--- config.mk ---
export PLATFORM = sky130hd
export DESIGN_NAME = snoop_bus_arbiter
export DESIGN_NICKNAME = d
export VERILOG_FILES = /design/src/rtl/snoop_bus_arbiter_pkg.sv /design/src/rtl/snoop_bus_arbiter_rr_arbiter.sv /design/src/rtl/snoop_bus_arbiter.sv
export SDC_FILE = /design/constraint.sdc
export NUM_CORES = 1
export LEC_CHECK = 0
export ABC_AREA = 1
export ABC_CLOCK_PERIOD_IN_PS = 2500
export BUFFER_PORTS_ARGS = -buffer_cell sky130_fd_sc_hd__buf_2
export CAP_MARGIN = 30
export CORE_ASPECT_RATIO = 1.4
export CORE_MARGIN = 4
export CORE_UTILIZATION = 44
export CTS_CLUSTER_SIZE = 12
export DETAILED_ROUTE_END_ITERATION = 7
export HOLD_SLACK_MARGIN = 0.1
export PLACE_DENSITY = 0.74
export SLEW_MARGIN = 20
export SYNTH_ARGS = -nofsm -noshare
export SYNTH_HDL_FRONTEND = slang
export SYNTH_SLANG_ARGS = --single-unit
export TNS_END_PERCENT = 30
--- constraint.sdc ---
create_clock -name i_clock -period 2.5 [get_ports i_clock]
set_clock_uncertainty 0.05 [all_clocks]
set_input_delay 0.25 -clock i_clock [delete_from_list [all_inputs] [get_ports i_clock]]
set_output_delay 0.25 -clock i_clock [all_outputs]
set_load 0.02 [all_outputs]
--- src/rtl/snoop_bus_arbiter_pkg.sv ---
// Shared types for the snooping bus: bus commands, arbiter FSM states and MESI codes.
package snoop_bus_pkg;

  typedef enum logic [1:0] {
    CMD_RD_MISS = 2'd0,
    CMD_WR_MISS = 2'd1,
    CMD_INV     = 2'd2,
    CMD_NONE    = 2'd3
  } bus_cmd_t;

  typedef enum logic [2:0] {
    ST_IDLE,
    ST_BCAST,
    ST_SNOOP,
    ST_WB,
    ST_MEM_RD,
    ST_MEM_CAP,
    ST_DONE
  } arb_state_t;

  typedef enum logic [1:0] {
    MESI_I = 2'd0,
    MESI_S = 2'd1,
    MESI_M = 2'd2,
    MESI_E = 2'd3
  } mesi_t;

  // NONE carries no data movement, so it completes like an invalidate.
  function automatic logic cmd_skips_mem(input bus_cmd_t cmd);
    return (cmd == CMD_INV) || (cmd == CMD_NONE);
  endfunction

endpackage

--- src/rtl/snoop_bus_arbiter_rr_arbiter.sv ---
// Request arbiter: one-hot grant plus index. Round-robin from i_ptr by default;
// ARB_FIXED_PRIORITY_EN builds a fixed lowest-index-wins arbiter with no pointer port.
module rr_arbiter #(
  parameter int N     = 3,
  parameter int IDX_W = 2
) (
  input  logic [N-1:0]     i_req,
`ifndef ARB_FIXED_PRIORITY_EN
  input  logic [IDX_W-1:0] i_ptr,
`endif
  output logic [N-1:0]     o_grant,
  output logic [IDX_W-1:0] o_idx
);

`ifndef ARB_FIXED_PRIORITY_EN
  int               w_pos;
  logic [IDX_W-1:0] w_cand;
`endif

  always_comb begin
    o_grant = '0;
    o_idx   = '0;
`ifdef ARB_FIXED_PRIORITY_EN
    for (int i = N - 1; i >= 0; i--) begin
      if (i_req[i]) begin
        o_grant = '0;
        o_grant[i] = 1'b1;
        o_idx = IDX_W'(i);
      end
    end
`else
    w_pos  = 0;
    w_cand = '0;
    // Scan from the far end back toward i_ptr so the nearest requester is written last.
    for (int k = N - 1; k >= 0; k--) begin
      w_pos = int'(i_ptr) + k;
      if (w_pos >= N) w_pos = w_pos - N;
      w_cand = IDX_W'(w_pos);
      if (i_req[w_cand]) begin
        o_grant = '0;
        o_grant[w_cand] = 1'b1;
        o_idx = w_cand;
      end
    end
`endif
  end

endmodule

--- src/rtl/snoop_bus_arbiter.sv ---
// Snooping-bus owner: arbitration, per-transaction sequencing and memory port muxing.
// Build option ARB_FIXED_PRIORITY_EN: fixed lowest-index priority instead of round-robin.
// state | meaning: IDLE arbitrate | BCAST command on bus | SNOOP collect responses |
//   WB dirty write-back | MEM_RD address memory | MEM_CAP capture read data | DONE pulse owner
module snoop_bus_arbiter
  import snoop_bus_pkg::*;
#(
  parameter int N_PROC     = 3,
  parameter int ADDR_W     = 5,
  parameter int DATA_W     = 8,
  parameter int SNOOP_WAIT = 1
) (
  input  logic                     i_clock,
  input  logic                     i_reset,
  input  logic [N_PROC-1:0]        i_req,
  input  logic [2*N_PROC-1:0]      i_req_cmd,
  input  logic [ADDR_W*N_PROC-1:0] i_req_addr,
  input  logic [N_PROC-1:0]        i_snoop_abort,
  input  logic [N_PROC-1:0]        i_snoop_shared,
  input  logic [DATA_W*N_PROC-1:0] i_wb_data,
  input  logic [DATA_W-1:0]        i_mem_rdata,
  output logic [N_PROC-1:0]        o_snooping,
  output logic                     o_bus_valid,
  output bus_cmd_t                 o_bus_cmd,
  output logic [ADDR_W-1:0]        o_bus_addr,
  output logic                     o_mem_we,
  output logic [ADDR_W-1:0]        o_mem_addr,
  output logic [DATA_W-1:0]        o_mem_wdata,
  output logic [N_PROC-1:0]        o_done,
  output logic [DATA_W-1:0]        o_fill_data,
  output logic                     o_fill_shared,
  output logic                     o_proto_err
);

  localparam int IDX_W  = (N_PROC > 1) ? $clog2(N_PROC) : 1;
  localparam int WAIT_W = (SNOOP_WAIT > 1) ? $clog2(SNOOP_WAIT) : 1;

  arb_state_t          r_state;
  bus_cmd_t            r_cmd;
  logic [ADDR_W-1:0]   r_addr;
  logic [N_PROC-1:0]   r_abort_v;
  logic                r_shared;
  logic [WAIT_W-1:0]   r_wait;
`ifndef ARB_FIXED_PRIORITY_EN
  logic [IDX_W-1:0]    r_owner;
  logic [IDX_W-1:0]    r_rr_ptr;
`endif
  logic [N_PROC-1:0]   r_snooping;
  logic                r_bus_valid;
  logic                r_mem_we;
  logic [ADDR_W-1:0]   r_mem_addr;
  logic [DATA_W-1:0]   r_mem_wdata;
  logic [N_PROC-1:0]   r_done;
  logic [DATA_W-1:0]   r_fill_data;
  logic                r_fill_shared;
  logic                r_proto_err;

  logic [N_PROC-1:0]   w_gnt;
  logic [IDX_W-1:0]    w_gnt_idx;
  logic [N_PROC-1:0]   w_abort_now;
  logic                w_shared_now;
  logic [DATA_W-1:0]   w_wb_sel;
  logic                w_multi_abort;
  logic                w_seen_abort;

  rr_arbiter #(.N(N_PROC), .IDX_W(IDX_W)) u_arb (
    .i_req   (i_req),
`ifndef ARB_FIXED_PRIORITY_EN
    .i_ptr   (r_rr_ptr),
`endif
    .o_grant (w_gnt),
    .o_idx   (w_gnt_idx)
  );

  // While a transaction is open r_snooping is ~onehot(owner), so it doubles as the owner mask.
  assign w_abort_now  = r_abort_v | (i_snoop_abort & r_snooping);
  assign w_shared_now = r_shared | (|(i_snoop_shared & r_snooping));

  always_comb begin
    w_wb_sel      = '0;
    w_multi_abort = 1'b0;
    w_seen_abort  = 1'b0;
    for (int i = 0; i < N_PROC; i++) begin
      if (w_abort_now[i]) begin
        if (w_seen_abort) w_multi_abort = 1'b1;
        else              w_wb_sel = i_wb_data[i*DATA_W +: DATA_W];
        w_seen_abort = 1'b1;
      end
    end
  end

  always_ff @(posedge i_clock) begin
    if (i_reset) begin
      r_state       <= ST_IDLE;
      r_cmd         <= CMD_RD_MISS;
      r_addr        <= '0;
      r_abort_v     <= '0;
      r_shared      <= 1'b0;
      r_wait        <= '0;
`ifndef ARB_FIXED_PRIORITY_EN
      r_owner       <= '0;
      r_rr_ptr      <= '0;
`endif
      r_snooping    <= '1;
      r_bus_valid   <= 1'b0;
      r_mem_we      <= 1'b0;
      r_mem_addr    <= '0;
      r_mem_wdata   <= '0;
      r_done        <= '0;
      r_fill_data   <= '0;
      r_fill_shared <= 1'b0;
      r_proto_err   <= 1'b0;
    end else begin
      r_bus_valid   <= 1'b0;
      r_mem_we      <= 1'b0;
      r_done        <= '0;
      r_fill_shared <= 1'b0;
      r_proto_err   <= 1'b0;
      case (r_state)
        ST_IDLE: begin
          if (|i_req) begin
`ifndef ARB_FIXED_PRIORITY_EN
            r_owner     <= w_gnt_idx;
`endif
            r_cmd       <= bus_cmd_t'(i_req_cmd[w_gnt_idx*2 +: 2]);
            r_addr      <= i_req_addr[w_gnt_idx*ADDR_W +: ADDR_W];
            r_abort_v   <= '0;
            r_shared    <= 1'b0;
            r_wait      <= WAIT_W'(SNOOP_WAIT - 1);
            r_snooping  <= ~w_gnt;
            r_bus_valid <= 1'b1;
            r_state     <= ST_BCAST;
          end
        end
        ST_BCAST: r_state <= ST_SNOOP;
        ST_SNOOP: begin
          r_abort_v <= w_abort_now;
          r_shared  <= w_shared_now;
          if (r_wait != '0) begin
            r_wait <= r_wait - 1'b1;
          end else if (|w_abort_now) begin
            r_mem_we    <= 1'b1;
            r_mem_addr  <= r_addr;
            r_mem_wdata <= w_wb_sel;
            r_proto_err <= w_multi_abort;
            r_state     <= ST_WB;
          end else if (cmd_skips_mem(r_cmd)) begin
            r_done  <= ~r_snooping;
            r_state <= ST_DONE;
          end else begin
            r_mem_addr <= r_addr;
            r_state    <= ST_MEM_RD;
          end
        end
        ST_WB: begin
          if (cmd_skips_mem(r_cmd)) begin
            r_done  <= ~r_snooping;
            r_state <= ST_DONE;
          end else begin
            r_mem_addr <= r_addr;
            r_state    <= ST_MEM_RD;
          end
        end
        ST_MEM_RD: r_state <= ST_MEM_CAP;
        ST_MEM_CAP: begin
          r_fill_data   <= i_mem_rdata;
          r_fill_shared <= r_shared && (r_cmd == CMD_RD_MISS);
          r_done        <= ~r_snooping;
          r_state       <= ST_DONE;
        end
        ST_DONE: begin
`ifndef ARB_FIXED_PRIORITY_EN
          if (r_owner == IDX_W'(N_PROC - 1)) r_rr_ptr <= '0;
          else                               r_rr_ptr <= r_owner + 1'b1;
`endif
          r_snooping <= '1;
          r_state    <= ST_IDLE;
        end
        default: r_state <= ST_IDLE;
      endcase
    end
  end

  assign o_snooping    = r_snooping;
  assign o_bus_valid   = r_bus_valid;
  assign o_bus_cmd     = r_cmd;
  assign o_bus_addr    = r_addr;
  assign o_mem_we      = r_mem_we;
  assign o_mem_addr    = r_mem_addr;
  assign o_mem_wdata   = r_mem_wdata;
  assign o_done        = r_done;
  assign o_fill_data   = r_fill_data;
  assign o_fill_shared = r_fill_shared;
  assign o_proto_err   = r_proto_err;

endmodule

==> out/metrics.yaml, run 1 <==
status: "finished, final reports clean"
hold_ws_ps: 168
grt_pass1_wl_um: 9820
drc: 0
end_kind: "flip-flop"
drive_gt1_share_pct: 33.3
tightest_slew_ps: 605
max_cap_violations: 0
hp-start: "i_snoop_shared[1]"
critPathMostFrequentCell: "nand2_1"
cts.reportedPaths.clkPinSlew_ps: 90
peakVddDrop_v: 0.000267
nets: 506
numPortBuffers: 101
grt_antenna_before_repair: 0
ant_nets: 0
synthesis.nets: 405
yosysMostFrequentCell: "nand2_1"
fill_cells: 513
synth_area_leaders: "dfxtp_1 40%, nand2_1 9.3%, nand3_1 8.4%"
netlist_instances: 339
post-cts-setup-buffer-count: 0
synth.top_cell.area_share_pct: 40.4
slowest_stage: "ha_1"
avgSynthCellArea_um2: 7.17
rr_worst_depth: 11
synth_area_mm2: 0.00243
p_per_area_mw_per_mm2: 747
fin_total_pwr_w: 0.00232
worst_ep_arrival_time_ps: 2120
criticalPathCategory: "flip-flop to flip-flop"
layout_worst_path_cycle_share_pct: 77.7
grt_pass1_vias: 2370
path_max_fanout: 9
synth-seq-cells: 49
async_flop_share_pct: 0
hpwl_um: 4840
grt_max_degree: 25
rsz0062_at_grt: "false"
r2r_start: "r_rr_ptr[0]"
dr.pass1.iters: 4
p_leak_nw: 1.55
htreeDepth: 2
numCtsBuffers: 5
ios: 102
start_util_pct: 46.1
synth_top_area_cell: "dfxtp_1"
tns_ps: 0
synth_flop_cell: "dfxtp_1"
viasPerCell: 4.97
drt_iter0_drc: 92
clk_latency_ps: 290
max_freq_mhz: 515
yosysUniqueCellTypes: 33
hold_buffers: 0
syn_to_final_growth_pct: 28.2
pre_cts_ws_ps: 579
crit_chain: "inv_1, ha_1, o21ai_1, nand2_1, nand2_1, nand2_2, nand2_4, nand3_1, nand2_1, clkinv_1, a21oi_2"
die_area_mm2: 0.00679
setup_violations: 0
min_path_cells: 3
cts_tree: "built"
cts_root_buffer: "clkbuf_8"
relSlewSlack_pct: 59.6
vias: 2520
synth_edf_count: 0
fin_crit_ps: 1940
synth_common_cells: "60 x nand2_1, 49 x dfxtp_1, 41 x nand3_1, 34 x inv_1"
rows: 31
cp-startpoint: "r_rr_ptr[0]"
grt_usage_pct: 17.4
die_w_um: 70.8
required_ps: 2680
core_mm2: 0.00528
globalplace.congestion: 0.808
post-route-util_pct: 59.0
grt_overflow_total: 0
num_antenna_cells: 0
cts.path.max_buffers: 2
ctsResizeCount: 0
slew_violations: 0
die-height_um: 95.9
clock_sinks: 49
drt-total-wl_um: 6100
post_drt_wl_per_cell_um: 12.0
fin_ws_ps: 557
synth_warnings: 0
yosysSeqAreaShare_pct: 40.4
max_stage_delay_ps: 390
finalHoldViolations: 0
cp-start-kind: "flip-flop"
hp-class: "input pin to flip-flop"
==> state kept, by name (all words and copies together), names as in the netlist, 2 cells and up <==
name	cells
r_owner	2
r_rr_ptr	2
o_bus_cmd	2
r_abort_v	3
o_done	3
r_state	3
o_mem_wdata	8
o_fill_data	8
o_mem_addr	5
o_snooping	3
o_bus_addr	5
==> critical path: cells and delay by family (launching register included) <==
kind            cells  cell delay [ps]
simple gates        6              560
compound gates      2              400
fa+ha+maj           1              390
flops               1              360
buf+inv             2              120
==> final cells by class <==
class / instances / area (µm²) / area share, %
clock inverters: 2 / 37.5 / 1.21
flip-flops and latches: 49 / 981 / 31.5
inverters: 50 / 188 / 6.03
well taps: 66 / 82.6 / 2.65
clock buffers: 6 / 82.6 / 2.65
multi-input cells: 231 / 1220 / 39.3
repair buffers: 103 / 520 / 16.7
==> routing by layer <==
layer | vias to the layer above | wire length, µm | track usage [%]
met5 | - | 0 | 0
met2 | 57 | 3270 | 34.3
met4 | 0 | 87 | 6.58
met3 | 6 | 273 | 2.09
li1 | 1325 | - | -
met1 | 1132 | 2470 | 18.8
==> layout by cell type (no fill, tap or decap), types with 4 or more instances in the layout <==
| cell | instances |
|---|---|
| o21ai_0 | 19 |
| a31oi_1 | 9 |
| nor2_1 | 23 |
| inv_2 | 8 |
| a21oi_1 | 23 |
| buf_2 | 101 |
| nand3_1 | 41 |
| clkbuf_8 | 6 |
| o21ai_1 | 9 |
| nand2_1 | 60 |
| nand3_2 | 9 |
| inv_1 | 34 |
| a22oi_1 | 6 |
| a21oi_2 | 9 |
| dfxtp_1 | 49 |
| nand2_2 | 4 |
| clkinv_1 | 8 |
==> metrics by stage <==
| stage | std cells | instance area, µm² |
|---|---|---|
| after floorplan | 339 | 2430 |
| after global placement | 499 | 2990 |
| after detailed placement | 499 | 2990 |
| after CTS | 507 | 3110 |
| after global routing | 507 | 3110 |
| final | 507 | 3110 |
==> power breakdown <==
group	switching (W)	leakage, nW	internal (W)
Combinational	0.000514	1.09	0.000266
Clock	0.000248	0.0574	0.000325
Sequential	0.0000759	0.400	0.000896
Total	0.000838	1.55	0.00149
==> path summary, 6_finish.rpt <==
| check | slack (ps) | endpoint |
|---|---|---|
| setup reg to reg | 560 | o_bus_addr[0] |
| hold / removal | 170 | r_shared |
| hold reg to reg | 410 | o_fill_data[1] |
| setup / recovery | 560 | o_bus_addr[0] |
==> kinds of logic (layout without fill, tap and decap cells) <==
logic type / after synthesis / in the layout / share of synthesized area, %
buffers and inverters: 59 / 161 / 9.32
AOI/OAI and AO/OA: 81 / 81 / 19.9
DFF: 49 / 49 / 40.4
adders and majority gates: 2 / 2 / 1.03
and+or+nand+nor: 148 / 148 / 29.4
Note: power is estimated with default switching activity, not from simulation.
==> run 2: changes to the inputs <==
--- a/config.mk
+++ b/config.mk
@@ -5,8 +5,8 @@
 export SDC_FILE = /design/constraint.sdc
 export NUM_CORES = 1
 export LEC_CHECK = 0
-export ABC_AREA = 1
-export ABC_CLOCK_PERIOD_IN_PS = 2500
+export ABC_AREA = 0
+export ABC_CLOCK_PERIOD_IN_PS = 1900
 export BUFFER_PORTS_ARGS = -buffer_cell sky130_fd_sc_hd__buf_2
 export CAP_MARGIN = 30
 export CORE_ASPECT_RATIO = 1.4
@@ -15,7 +15,7 @@
 export CTS_CLUSTER_SIZE = 12
 export DETAILED_ROUTE_END_ITERATION = 7
 export HOLD_SLACK_MARGIN = 0.1
-export PLACE_DENSITY = 0.74
+export PLACE_DENSITY = 0.75
 export SLEW_MARGIN = 20
 export SYNTH_ARGS = -nofsm -noshare
 export SYNTH_HDL_FRONTEND = slang
==> constraint.sdc (replaced) <==
create_clock -name i_clock -period 1.9 [get_ports i_clock]
set_clock_uncertainty 0.05 [all_clocks]
set_input_delay 0.19 -clock i_clock [delete_from_list [all_inputs] [get_ports i_clock]]
set_output_delay 0.19 -clock i_clock [all_outputs]
set_load 0.02 [all_outputs]
==> run 2 against run 1 <==
Net effect: total power rose by 13%; die area is 2.0% lower; critical path type unchanged; critical endpoint is now o_bus_addr[2]; worst hold slack worse by 67 ps; sequential power rose by 22%; routed wire length increased by 1.8%; non-clock buffer count up 18; maximum frequency grew 10%; final cell count down 14%; flip-flop and latch count stayed put; synthesized area is 2.3% lower; sequential share of layout area is 0.68 points lower.
==> out/metrics.yaml, run 2 <==
grt_usage_pct: 18.9  # was 17.4%
htreeDepth: 2  # unchanged
synth_xor_xnor_area_share_pct: 0.369  # was 0%
synth-seq-cells: 49  # unchanged
setup_violations: 0  # unchanged
layout_common_cells: "101 x buf_2, 48 x dfxtp_1, 37 x nor2_1, 20 x mux2i_1, 16 x nand2_1"  # was 101 x buf_2, 60 x nand2_1, 49 x dfxtp_1, 41 x nand3_1, 34 x inv_1
status: "finished, final reports clean"  # unchanged
synthesis.nets: 323  # was 405
globalplace.congestion: 0.791  # was 0.808
drive_gt1_share_pct: 42.7  # was 33.3%
synth_compound_area_share_pct: 25.0  # was 19.9%
yosysUniqueCellTypes: 47  # was 33
grt_pass1_wl_um: 10200  # was 9820 µm
die-height_um: 94.9  # was 95.9 µm
grt_overflow_total: 0  # unchanged
hp-class: "input pin to flip-flop"  # unchanged
grt_antenna_before_repair: 0  # unchanged
muxShareOfSynthArea_pct: 8.43  # was 0%
numCtsBuffers: 5  # unchanged
final_area_mm2: 0.00319  # was 0.00311 mm²
worst_ep_arrival_time_ps: 1910  # was 2120 ps
synth_warnings: 0  # unchanged
synth_top_area_cell: "dfxtp_1"  # unchanged
cts_root_buffer: "clkbuf_8"  # unchanged
yosysMostFrequentCell: "dfxtp_1"  # was nand2_1
synth_top_family_by_area: "compound AO/OA/AOI/OAI gates"  # was simple AND/OR/NAND/NOR gates
relSlewSlack_pct: 63.9  # was 59.6%
post_drt_wl_per_cell_um: 14.3  # was 12.0 µm
cp-start-kind: "flip-flop"  # unchanged
ios: 102  # unchanged
grt_pass1_vias: 2348  # was 2370
netlist_instances: 257  # was 339
cts_tree: "built"  # unchanged
viasPerCell: 5.27  # was 4.97
async_flop_share_pct: 0  # unchanged
synth_flop_cell: "dfxtp_1"  # unchanged
synth.top_cell.area_share_pct: 41.3  # was 40.4%
p_leak_nw: 1.50  # was 1.55 nW
synth_common_cells: "49 x dfxtp_1, 37 x nor2_1, 20 x mux2i_1, 16 x nand2_1, 14 x inv_1"  # was 60 x nand2_1, 49 x dfxtp_1, 41 x nand3_1, 34 x inv_1
avgSynthCellArea_um2: 9.24  # was 7.17 µm²
rows: 31  # unchanged
synth_area_mm2: 0.00237  # was 0.00243 mm²
p_per_area_mw_per_mm2: 822  # was 747 mW/mm²
die_area_mm2: 0.00665  # was 0.00679 mm²
numPortBuffers: 101  # unchanged
drc: 0  # unchanged
synth_fa_ha_area_share_pct: 1.95  # was 1.03%
path_max_fanout: 9  # unchanged
peakVddDrop_v: 0.000437  # was 0.000267 V
finalHoldViolations: 0  # unchanged
vias: 2288  # was 2520
tightest_slew_ps: 540  # was 605 ps
num_antenna_cells: 0  # unchanged
synth_area_leaders: "dfxtp_1 41%, mux2i_1 8.4%, nor2_1 5.8%"  # was dfxtp_1 40%, nand2_1 9.3%, nand3_1 8.4%
synth-simple-area-share_pct: 16.3  # was 29.4%
ant_nets: 0  # unchanged
dr.pass1.iters: 4  # unchanged
cts.path.max_buffers: 2  # unchanged
slew_violations: 0  # unchanged
rsz0062_at_grt: "false"  # unchanged
drt-total-wl_um: 6210  # was 6100 µm
required_ps: 2050  # was 2680 ps
nets: 433  # was 506
start_util_pct: 45.7  # was 46.1%
criticalPathCategory: "flip-flop to flip-flop"  # unchanged
hpwl_um: 4590  # was 4840 µm
syn_to_final_growth_pct: 34.2  # was 28.2%
dpl_cell_area_mm2: 0.00295  # was 0.00299 mm²
final_common_cell: "buf_2"  # unchanged
grt_max_degree: 25  # unchanged
max_cap_violations: 0  # unchanged
clk_latency_ps: 300  # was 290 ps
die_w_um: 70.1  # was 70.8 µm
fin_crit_ps: 1770  # was 1940 ps
max_freq_mhz: 567  # was 515 MHz
drt_iter0_drc: 60  # was 92
fin_total_pwr_w: 0.00262  # was 0.00232 W
cts.reportedPaths.clkPinSlew_ps: 90  # about the same
yosysSeqAreaShare_pct: 41.3  # was 40.4%
end_kind: "flip-flop"  # unchanged
clock_sinks: 49  # unchanged
layout_worst_path_cycle_share_pct: 92.9  # was 77.7%
synth_edf_count: 0  # unchanged
hold_ws_ps: 101  # was 168 ps
core_mm2: 0.00520  # was 0.00528 mm²
==> run 2: power breakdown <==
part	switching (W)	internal (W)	leakage (nW)
Combinational	0.000462	0.000325	1.05
Sequential	0.0000742	0.00112	0.399
Clock	0.000348	0.000296	0.0512
Total	0.000884	0.00174	1.50
==> run 2: routing by layer <==
layer	global-route usage [%]	wire length [µm]
met1	21.2	2450
met2	35.5	3290
met3	4.05	360
met4	6.23	112
met5	0	0
==> run 2: metrics by stage <==
stage	std cells	TNS [ps]	worst slack, ps	utilization (%)
after floorplan	257	0	125	-
after global placement	418	-121	-47.1	56.7
after detailed placement	418	-419	-79.5	56.7
after CTS	434	0	21.5	60.4
after global routing	434	0	14.4	61.3
final	434	0	135	61.3
==> run 2: cells by family after synthesis <==
| family | after synthesis |
|---|---|
| and+or+nand+nor | 80 |
| AOI/OAI and AO/OA | 71 |
| DFF | 49 |
| buffers and inverters | 32 |
| muxes | 20 |
| adders and majority gates | 4 |
| xor gates and xnor gates | 1 |
==> run 2: final cells by class <==
cell class / count / area [µm²]
clock buffers: 6 / 82.6
well taps: 66 / 82.6
clock inverters: 2 / 13.8
flip-flops and latches: 49 / 982
repair buffers: 121 / 686
multi-input cells: 176 / 1290
inverters: 14 / 52.6
fillers: 497 / 2010
==> run 2: what timing repair did <==
action / CTS / global route
gates resized for setup: 3 / 9
hold endpoints to repair: 7 / 0
hold buffers: 7 / 0
setup buffers: 1 / 0
pin swaps: 1 / 0
endpoints found under the setup margin: 8 / 10
==> run 2: critical path, cell delays in order (launching register included) <==
cell and delay (ps):
dfxtp_2 370, inv_1 50, ha_2 210, nor3b_2 180, buf_4 140, o31ai_4 210
buf_12 160, nor4_1 50, a31oi_1 160, o21ai_1 80
==> run 2: path summary, 6_finish.rpt <==
kind         depth (start not counted)           from       endpoint  slack (ps)
min                                  3  i_req_addr[3]  o_bus_addr[3]         100
min reg2reg                          2       r_shared  o_fill_shared         410
max reg2reg                          9    r_rr_ptr[1]  o_bus_addr[2]         130
max                                  9    r_rr_ptr[1]  o_bus_addr[2]         130
